===== config.mk =====
export PLATFORM = sky130hd
export DESIGN_NAME = calendar_date_counter
export DESIGN_NICKNAME = d
export VERILOG_FILES = /design/src/rtl/calendar_date_counter.sv
export SDC_FILE = /design/constraint.sdc
export NUM_CORES = 1
export LEC_CHECK = 0
export ABC_CLOCK_PERIOD_IN_PS = 5100
export BUFFER_PORTS_ARGS = -buffer_cell sky130_fd_sc_hd__buf_2
export CAP_MARGIN = 20
export CORE_MARGIN = 5
export CORE_UTILIZATION = 57
export DETAILED_ROUTE_END_ITERATION = 8
export GPL_TIMING_DRIVEN = 0
export PLACE_DENSITY = 0.82
export RECOVER_POWER = 25
export REMOVE_ABC_BUFFERS = 1
export SLEW_MARGIN = 5
export SYNTH_ARGS = -nofsm -noshare
export SYNTH_HDL_FRONTEND = slang
export SYNTH_SLANG_ARGS = --single-unit
export TNS_END_PERCENT = 30

===== constraint.sdc =====
create_clock -name clk -period 5.1 [get_ports clk]
set_clock_uncertainty 0.1 [all_clocks]
set_input_delay 1.02 -clock clk [delete_from_list [all_inputs] [get_ports clk]]
set_output_delay 1.02 -clock clk [all_outputs]
set_load 0.02 [all_outputs]

===== src/rtl/calendar_date_counter.sv =====
// Day/month/year BCD calendar that advances one day per tick.
// Also accepts a validated date-set request through a valid/ready handshake.
module calendar_date_counter #(
    parameter int          LEAP_MODE  = 1,
    parameter logic [15:0] RESET_YEAR = 16'h2000
) (
    input  logic        clk,
    input  logic        rst_n,
    input  logic        tick,
    input  logic        set_valid,
    output logic        set_ready,
    input  logic [7:0]  set_day,
    input  logic [7:0]  set_mon,
    input  logic [15:0] set_year,
    output logic        set_err,
    output logic [7:0]  day_bcd,
    output logic [7:0]  mon_bcd,
    output logic [15:0] year_bcd,
    output logic [7:0]  dim_bcd,
    output logic        leap,
    output logic        new_month,
    output logic        new_year,
    output logic        year_wrap
);

    typedef enum logic {IDLE, CHECK} state_t;

    state_t state, state_nxt;

    logic [7:0]  cap_day, cap_mon;
    logic [15:0] cap_year;
    logic        pend;
    logic        apply;

    logic [7:0]  nxt_day, nxt_mon, nxt_dim;
    logic [15:0] nxt_year;
    logic        nxt_leap;
    logic        roll_m, roll_y, wrap;

    logic        cap_leap;
    logic [7:0]  cap_dim;
    logic        set_ok;

    // A two-digit BCD value 10T+U is divisible by 4 iff (2*T[0] + U) mod 4 == 0.
    function automatic logic div4(input logic [7:0] b);
        logic [1:0] s;
        s = {b[4], 1'b0} + b[1:0];
        return s == 2'b00;
    endfunction

    function automatic logic is_leap(input logic [15:0] y);
        if (LEAP_MODE == 0) return div4(y[7:0]);
        if (y[7:0] == 8'h00) return div4(y[15:8]);
        return div4(y[7:0]);
    endfunction

    function automatic logic [7:0] dim_of(input logic [7:0] m, input logic lp);
        logic [7:0] r;
        r = 8'h31;
        case (m)
            8'h02:                      r = lp ? 8'h29 : 8'h28;
            8'h04, 8'h06, 8'h09, 8'h11: r = 8'h30;
            default:                    r = 8'h31;
        endcase
        return r;
    endfunction

    function automatic logic [7:0] bcd_inc8(input logic [7:0] v);
        if (v[3:0] == 4'd9) return {v[7:4] + 4'd1, 4'd0};
        return {v[7:4], v[3:0] + 4'd1};
    endfunction

    function automatic logic [15:0] bcd_inc16(input logic [15:0] y);
        logic [15:0] r;
        logic        c;
        r = y;
        c = 1'b1;
        for (int i = 0; i < 4; i++) begin
            if (c) begin
                if (y[i*4 +: 4] == 4'd9) begin
                    r[i*4 +: 4] = 4'd0;
                end else begin
                    r[i*4 +: 4] = y[i*4 +: 4] + 4'd1;
                    c = 1'b0;
                end
            end
        end
        return r;
    endfunction

    function automatic logic nib_ok(input logic [31:0] v);
        logic ok;
        ok = 1'b1;
        for (int i = 0; i < 8; i++) begin
            if (v[i*4 +: 4] > 4'd9) ok = 1'b0;
        end
        return ok;
    endfunction

    assign set_ready = (state == IDLE);
    assign apply     = tick | pend;

    always_comb begin
        state_nxt = state;
        case (state)
            IDLE:    if (set_valid) state_nxt = CHECK;
            CHECK:   state_nxt = IDLE;
            default: state_nxt = IDLE;
        endcase
    end

    always_comb begin
        roll_m   = (day_bcd == dim_bcd);
        roll_y   = roll_m && (mon_bcd == 8'h12);
        wrap     = roll_y && (year_bcd == 16'h9999);
        nxt_day  = bcd_inc8(day_bcd);
        nxt_mon  = mon_bcd;
        nxt_year = year_bcd;
        if (roll_m) begin
            nxt_day = 8'h01;
            if (roll_y) begin
                nxt_mon  = 8'h01;
                nxt_year = bcd_inc16(year_bcd);
            end else begin
                nxt_mon = bcd_inc8(mon_bcd);
            end
        end
        nxt_leap = is_leap(nxt_year);
        nxt_dim  = dim_of(nxt_mon, nxt_leap);
    end

    // Nibble check first so the numeric range compares are valid BCD compares.
    always_comb begin
        cap_leap = is_leap(cap_year);
        cap_dim  = dim_of(cap_mon, cap_leap);
        set_ok   = nib_ok({cap_day, cap_mon, cap_year})
                 && (cap_mon >= 8'h01) && (cap_mon <= 8'h12)
                 && (cap_day >= 8'h01) && (cap_day <= cap_dim);
    end

    always_ff @(posedge clk or negedge rst_n) begin
        if (!rst_n) begin
            state     <= IDLE;
            day_bcd   <= 8'h01;
            mon_bcd   <= 8'h01;
            year_bcd  <= RESET_YEAR;
            dim_bcd   <= 8'h31;
            leap      <= is_leap(RESET_YEAR);
            cap_day   <= 8'h00;
            cap_mon   <= 8'h00;
            cap_year  <= 16'h0000;
            pend      <= 1'b0;
            set_err   <= 1'b0;
            new_month <= 1'b0;
            new_year  <= 1'b0;
            year_wrap <= 1'b0;
        end else begin
            state     <= state_nxt;
            set_err   <= 1'b0;
            new_month <= 1'b0;
            new_year  <= 1'b0;
            year_wrap <= 1'b0;
            if (state == IDLE) begin
                pend <= 1'b0;
                if (set_valid) begin
                    cap_day  <= set_day;
                    cap_mon  <= set_mon;
                    cap_year <= set_year;
                end
                if (apply) begin
                    day_bcd   <= nxt_day;
                    mon_bcd   <= nxt_mon;
                    year_bcd  <= nxt_year;
                    dim_bcd   <= nxt_dim;
                    leap      <= nxt_leap;
                    new_month <= roll_m;
                    new_year  <= roll_y;
                    year_wrap <= wrap;
                end
            end else begin
                if (tick) pend <= 1'b1;
                if (set_ok) begin
                    day_bcd  <= cap_day;
                    mon_bcd  <= cap_mon;
                    year_bcd <= cap_year;
                    dim_bcd  <= cap_dim;
                    leap     <= cap_leap;
                end else begin
                    set_err <= 1'b1;
                end
            end
        end
    end

endmodule


# Word level (Yosys, flattened, before mapping)
# Index checks and enable logic that the tools add are counted.
dict set report op_classes {
  order_cmp 12
  mux 76
  bitwise 2
  n_reduce_logical 25
  n_addsub 12
  eq_ne 21
}
# operator count
set op_table {}
lappend op_table {{$mux 8} 16}
lappend op_table {{$mux 16} 5}
lappend op_table {{$mux 1} 45}
lappend op_table {{$add 4x1->4 const B} 8}
lappend op_table {{$eq 8x3->1 const B} 4}
lappend op_table {{$gt 4x4->1 const B} 8}
lappend op_table {{$mux 4} 7}
lappend op_table {{$eq 4x4->1 const B} 6}
lappend op_table {{$eq 8x5->1 const B} 3}
lappend op_table {{$pmux 5 s2} 2}
lappend op_table {{$eq 16x16->1 const B} 1}
lappend op_table {{$eq 8x2->1 const B} 2}
lappend op_table {{$eq 8x4->1 const B} 2}
lappend op_table {{$ge 8x1->1 const B} 2}
lappend op_table {{$logic_not 8->1} 2}
lappend op_table {{$reduce_and 5->1} 2}
lappend op_table {{$reduce_bool 2->1} 5}
lappend op_table {{$add 2x2->2} 4}
lappend op_table {{$eq 8x8->1} 1}
lappend op_table {{$le 8x5->1 const B} 1}
lappend op_table {{$le 8x8->1} 1}
lappend op_table {{$logic_not 2->1} 4}
lappend op_table {{$reduce_or 4->1} 2}
lappend op_table {{$logic_and 1x1->1} 6}
lappend op_table {{8 further kinds} 9}
dict set report word_totals {
  in_bits 36
  register_bits 79
}

# Logic depth before layout (Yosys ltp)
dict set report logic_depth {
  word_depth 21
  ltp_mapped 12
  depth_no_buf 11
}

# Worst setup path after synthesis
# OpenSTA, ideal clock, no wires.
dict set report synth_timing {
  kind {register to register}
  from {reg cap_year[6]}
  to {reg year_bcd[7]}
  slack_ns 1.918
  period_less_slack_ns 3.182
  arrival_ns 2.986
  n_path_buf 2
  stages_incl_launch_ff 12
  cell_sequence {dfrtp_1 or4_1 o41ai_1 a22oi_1 ha_1 nand4_1 o211ai_1 a31oi_1 clkbuf_1 buf_1 nand2_1 o31ai_1}
}
dict set report synth_via {
  elab_chain_len 14
}
# element line
set synth_rtl {}
lappend synth_rtl {{start: declaration} 31} ;# logic [15:0] cap_year;
lappend synth_rtl {{start signal: assignment} 168} ;# cap_year <= set_year;
lappend synth_rtl {{$gt 4x4->1} 95} ;# if (v[i*4 +: 4] > 4'd9) ok = 1'b0;
lappend synth_rtl {{$mux 1 (7 in series)} 95}
lappend synth_rtl {{$logic_and 1x1->1 (2 in series)} 137} ;# && (cap_mon >= 8'h01) && (cap_mon <= 8'h12)
lappend synth_rtl {{$logic_and 1x1->1} 138} ;# && (cap_day >= 8'h01) && (cap_day <= cap_dim);
lappend synth_rtl {{$logic_and 1x1->1 (*)} 138}
lappend synth_rtl {{$ne 2x1->1 (no line) (*)} n/a}
lappend synth_rtl {{$reduce_and 2->1 (no line) (*)} n/a}
lappend synth_rtl {{end signal: assignment} 173} ;# year_bcd <= nxt_year;
lappend synth_rtl {{end signal: assignment} 185} ;# year_bcd <= cap_year;
lappend synth_rtl {{end: declaration} 18} ;# output logic [15:0] year_bcd,
# Mark *: on every way between the ends. The rest lies on a longest branch, timed or not.
# A chain may end at the register's enable or synchronous reset.

# Worst setup path in the final report
dict set report layout_timing {
  from {reg cap_year[5]}
  to {reg mon_bcd[4]}
}
dict set report layout_via {
  elab_chain_len 14
}
# element line
set layout_rtl {}
lappend layout_rtl {{$gt 4x4->1} 95}
lappend layout_rtl {{$mux 1 (7 in series)} 95}
lappend layout_rtl {{$logic_and 1x1->1 (2 in series)} 137}
lappend layout_rtl {{$logic_and 1x1->1} 138}
lappend layout_rtl {{$logic_and 1x1->1 (*)} 138}
lappend layout_rtl {{$ne 2x1->1 (no line) (*)} n/a}
lappend layout_rtl {{$reduce_and 2->1 (no line) (*)} n/a}
lappend layout_rtl {{end signal: assignment} 172} ;# mon_bcd <= nxt_mon;
lappend layout_rtl {{end signal: assignment} 184} ;# mon_bcd <= cap_mon;
lappend layout_rtl {{end: declaration} 17} ;# output logic [7:0] mon_bcd,
# Marked as above.

==> out/metrics.cfg <==
[synthesis]
synth-edff-count=0
yosysWarnings=0
async_reset_ff_frac=1.000
synth_area_leaders=dfrtp_1, mux2_2, o21ai_0
synth_ff_type=dfrtp_1
syn_inst=471
ys_ff_latch=74
seq_area_frac_synth=0.4206
syn-cell-area_mm2=0.004420
synth_top_cell_by_area=dfrtp_1
postSynthAreaPerCell_um2=9.385
synth_top_area_frac=0.3849
synth_cell_types=63

[routing]
drt_iter0_markers=419
drc=0
vias_per_cell=6.292
drt-total-wl_mm=11.32
wl_per_cell_um=17.80
dr.pass1.iters=5
ant_nets=0
vias=4002

[worst_setup_path]
path_max_fanout=17
worstPathBufferInverterCount=0
r2r-end=mon_bcd[4]
r2r_slack_ns=1.27
cp-end-kind=register
rr_worst_depth=10
path_depth=10
critPathTopFamily=compound AO/OA/AOI/OAI gates
path_cells=or4_1 -> o41ai_1 -> a22oi_1 -> ha_1 -> nand4_1 -> o211ai_1 -> a31oi_4 -> nor2_1 -> a22o_1 -> a21o_1
cp-endpoint=mon_bcd[4]
cp_slowest_cell=a31oi_4
critPathLaunchType=register
slowest_delay_ns=0.56
critPathLaunch=cap_year[5]
worstSetupPathType=register to register
rr_startpoint=cap_year[5]
crit_arrival_ns=3.96
crit_required_ns=5.23

[sta]
finalCritPeriodShare=0.7509
fmax_mhz=261.1
whs_ns=0.3910
slew_headroom=-0.05025
finalHoldViolCount=0
tns_ns=0
setup_viol=0
fin_crit_ns=3.830
worst_slew_pin_slew_ns=1.575
rsz0062_at_grt=false
drv_slew=27

[placement]
gp_congestion=0.8740
hpwl_mm=8.065
io_buffers=76
placed_area_mm2=0.004882

[global_route]
grt_pass1_vias=3723
grt_antenna_before_repair=0
gr-total-overflow=0
track_usage=0.2375
grt_max_degree=49
grt_pass1_wl_mm=18.74

[pwr]
cellLeakagePower_uw=0.002160
power_density_mw_per_mm2=406.9
ir_drop_v=0.0002106
power_uw=2081

[clock_network]
clockBufferDepth=2
post_cts_resized=0
cts-root-buf=clkbuf_8
cts_buffers=9
post_cts_buffers=0
cts_tree=done
clk_pin_slew_ns=0.09
clock_latency_ns=0.35
cts_max_level=3
ctsHoldBuffers=0
clock-sinks=74

[status]
violations=capacitance limit, slew limit
status=complete, but fails checks

[floorplanning]
rows=32
die_width_um=98.07
io_pins=82
die_h_um=98.07
initial_core_util=0.5780
die_area_mm2=0.009617
fp.coreArea_mm2=0.007647

[layout]
drive_above_1_share=0.2753
nNetsFinal=573
final_area_mm2=0.005115
syn_to_final_growth_pct=15.71
fill_cells=594
antenna_cells=0

[worst_hold_path]
holdCritPathClass=register to register
hp-start=dim_bcd[4]

[run]
drv_cap=1

## final cells by class
cell class / count / area [um^2] / area share
multi-input combinational: 348 / 2366 / 0.4626
clock buffer: 11 / 151.4 / 0.02960
timing repair buffer: 79 / 461.7 / 0.09026
sequential: 74 / 1859 / 0.3635
clock inverter: 5 / 85.08 / 0.01663
inverter: 17 / 63.81 / 0.01248
tap: 102 / 127.6 / 0.02495
## synth_stat cells (all sizes together), types with 4 or more instances
cell type,count
a221oi,4
mux2i,6
o21ai,47
mux2,31
nor3b,5
a21oi,31
o21a,4
dfstp,6
nor3,15
clkbuf,19
and3,4
xnor2,4
a211oi,4
o211ai,4
nor4,8
nor2b,6
nand2,35
nand3,19
a22oi,11
inv,17
o22ai,8
nor2,27
nand4,10
dfrtp,68
buf,16
xor2,5
ha,8
## routing by layer
layer	vias up	GRT usage	part of all wire
li1	1854	-	-
met1	1958	0.3385	0.43
met4	0	0.06816	0.014
met3	14	0.04857	0.075
met5	-	0	0
met2	176	0.3686	0.48
## per-stage QoR
step / instances / utilization / setup WS [ns]
finish: 636 / 0.6688 / 1.270
global route: 636 / 0.6688 / 1.016
CTS: 636 / 0.6693 / 1.350
detailed placement: 620 / 0.6384 / 1.393
global placement: 617 / 0.6243 / -1.288
floorplan: 439 / - / 0.4418
## cell usage in the layout, fill, tap and decap left out, drive strengths merged, types with 6 or more instances in the layout
cell    netlist  layout
mux2         31      31
nor4          8       8
inv          17      18
a21oi        31      31
nor2b         6       6
nand4        10      10
o22ai         8       8
buf          16      78
nand3        19      19
dfstp         6       6
a22oi        11      11
clkbuf       19      12
nor2         27      27
ha            8       8
nand2        35      35
o21ai        47      47
nor3         15      15
mux2i         6       6
dfrtp        68      68
## kinds of logic after synthesis
kind of cell | Yosys count | share of synthesized area
simple gates | 150 | 0.1911
flops | 74 | 0.4206
mux | 37 | 0.09256
other cells | 2 | 0.001699
buf+inv | 52 | 0.05180
xor+xnor | 9 | 0.01783
compound gates | 139 | 0.2018
fa+ha+maj | 8 | 0.02264
## state kept, by name, summed over array words and instances (netlist names), 3 cells and up
register	cells
day_bcd	8
mon_bcd	8
dim_bcd	3
cap_year	16
cap_mon	8
cap_day	8
year_bcd	16
## worst reg2reg max path, stage by stage (launching register included)
cell	delay, ns
dfrtp_1	0.44
or4_1	0.51
o41ai_1	0.54
a22oi_1	0.20
ha_1	0.33
nand4_1	0.08
o211ai_1	0.18
a31oi_4	0.56
nor2_1	0.36
a22o_1	0.27
a21o_1	0.15
## power by group
part           switching (uW)  internal [uW]
combinational             379            269
clock                     232            305
sequential                193            704
total                     804           1280
## how the worst min path moves through the flow
stage	end	slack, ns	cells after the start
final	dim_bcd[4]	0.39	2
after global routing	dim_bcd[4]	0.41	2
after CTS	dim_bcd[4]	0.39	2
after detailed placement	dim_bcd[4]	0.38	2
after global placement	dim_bcd[4]	0.36	2
after floorplan	pend	0.37	2
(Power assumes the default switching activity.)
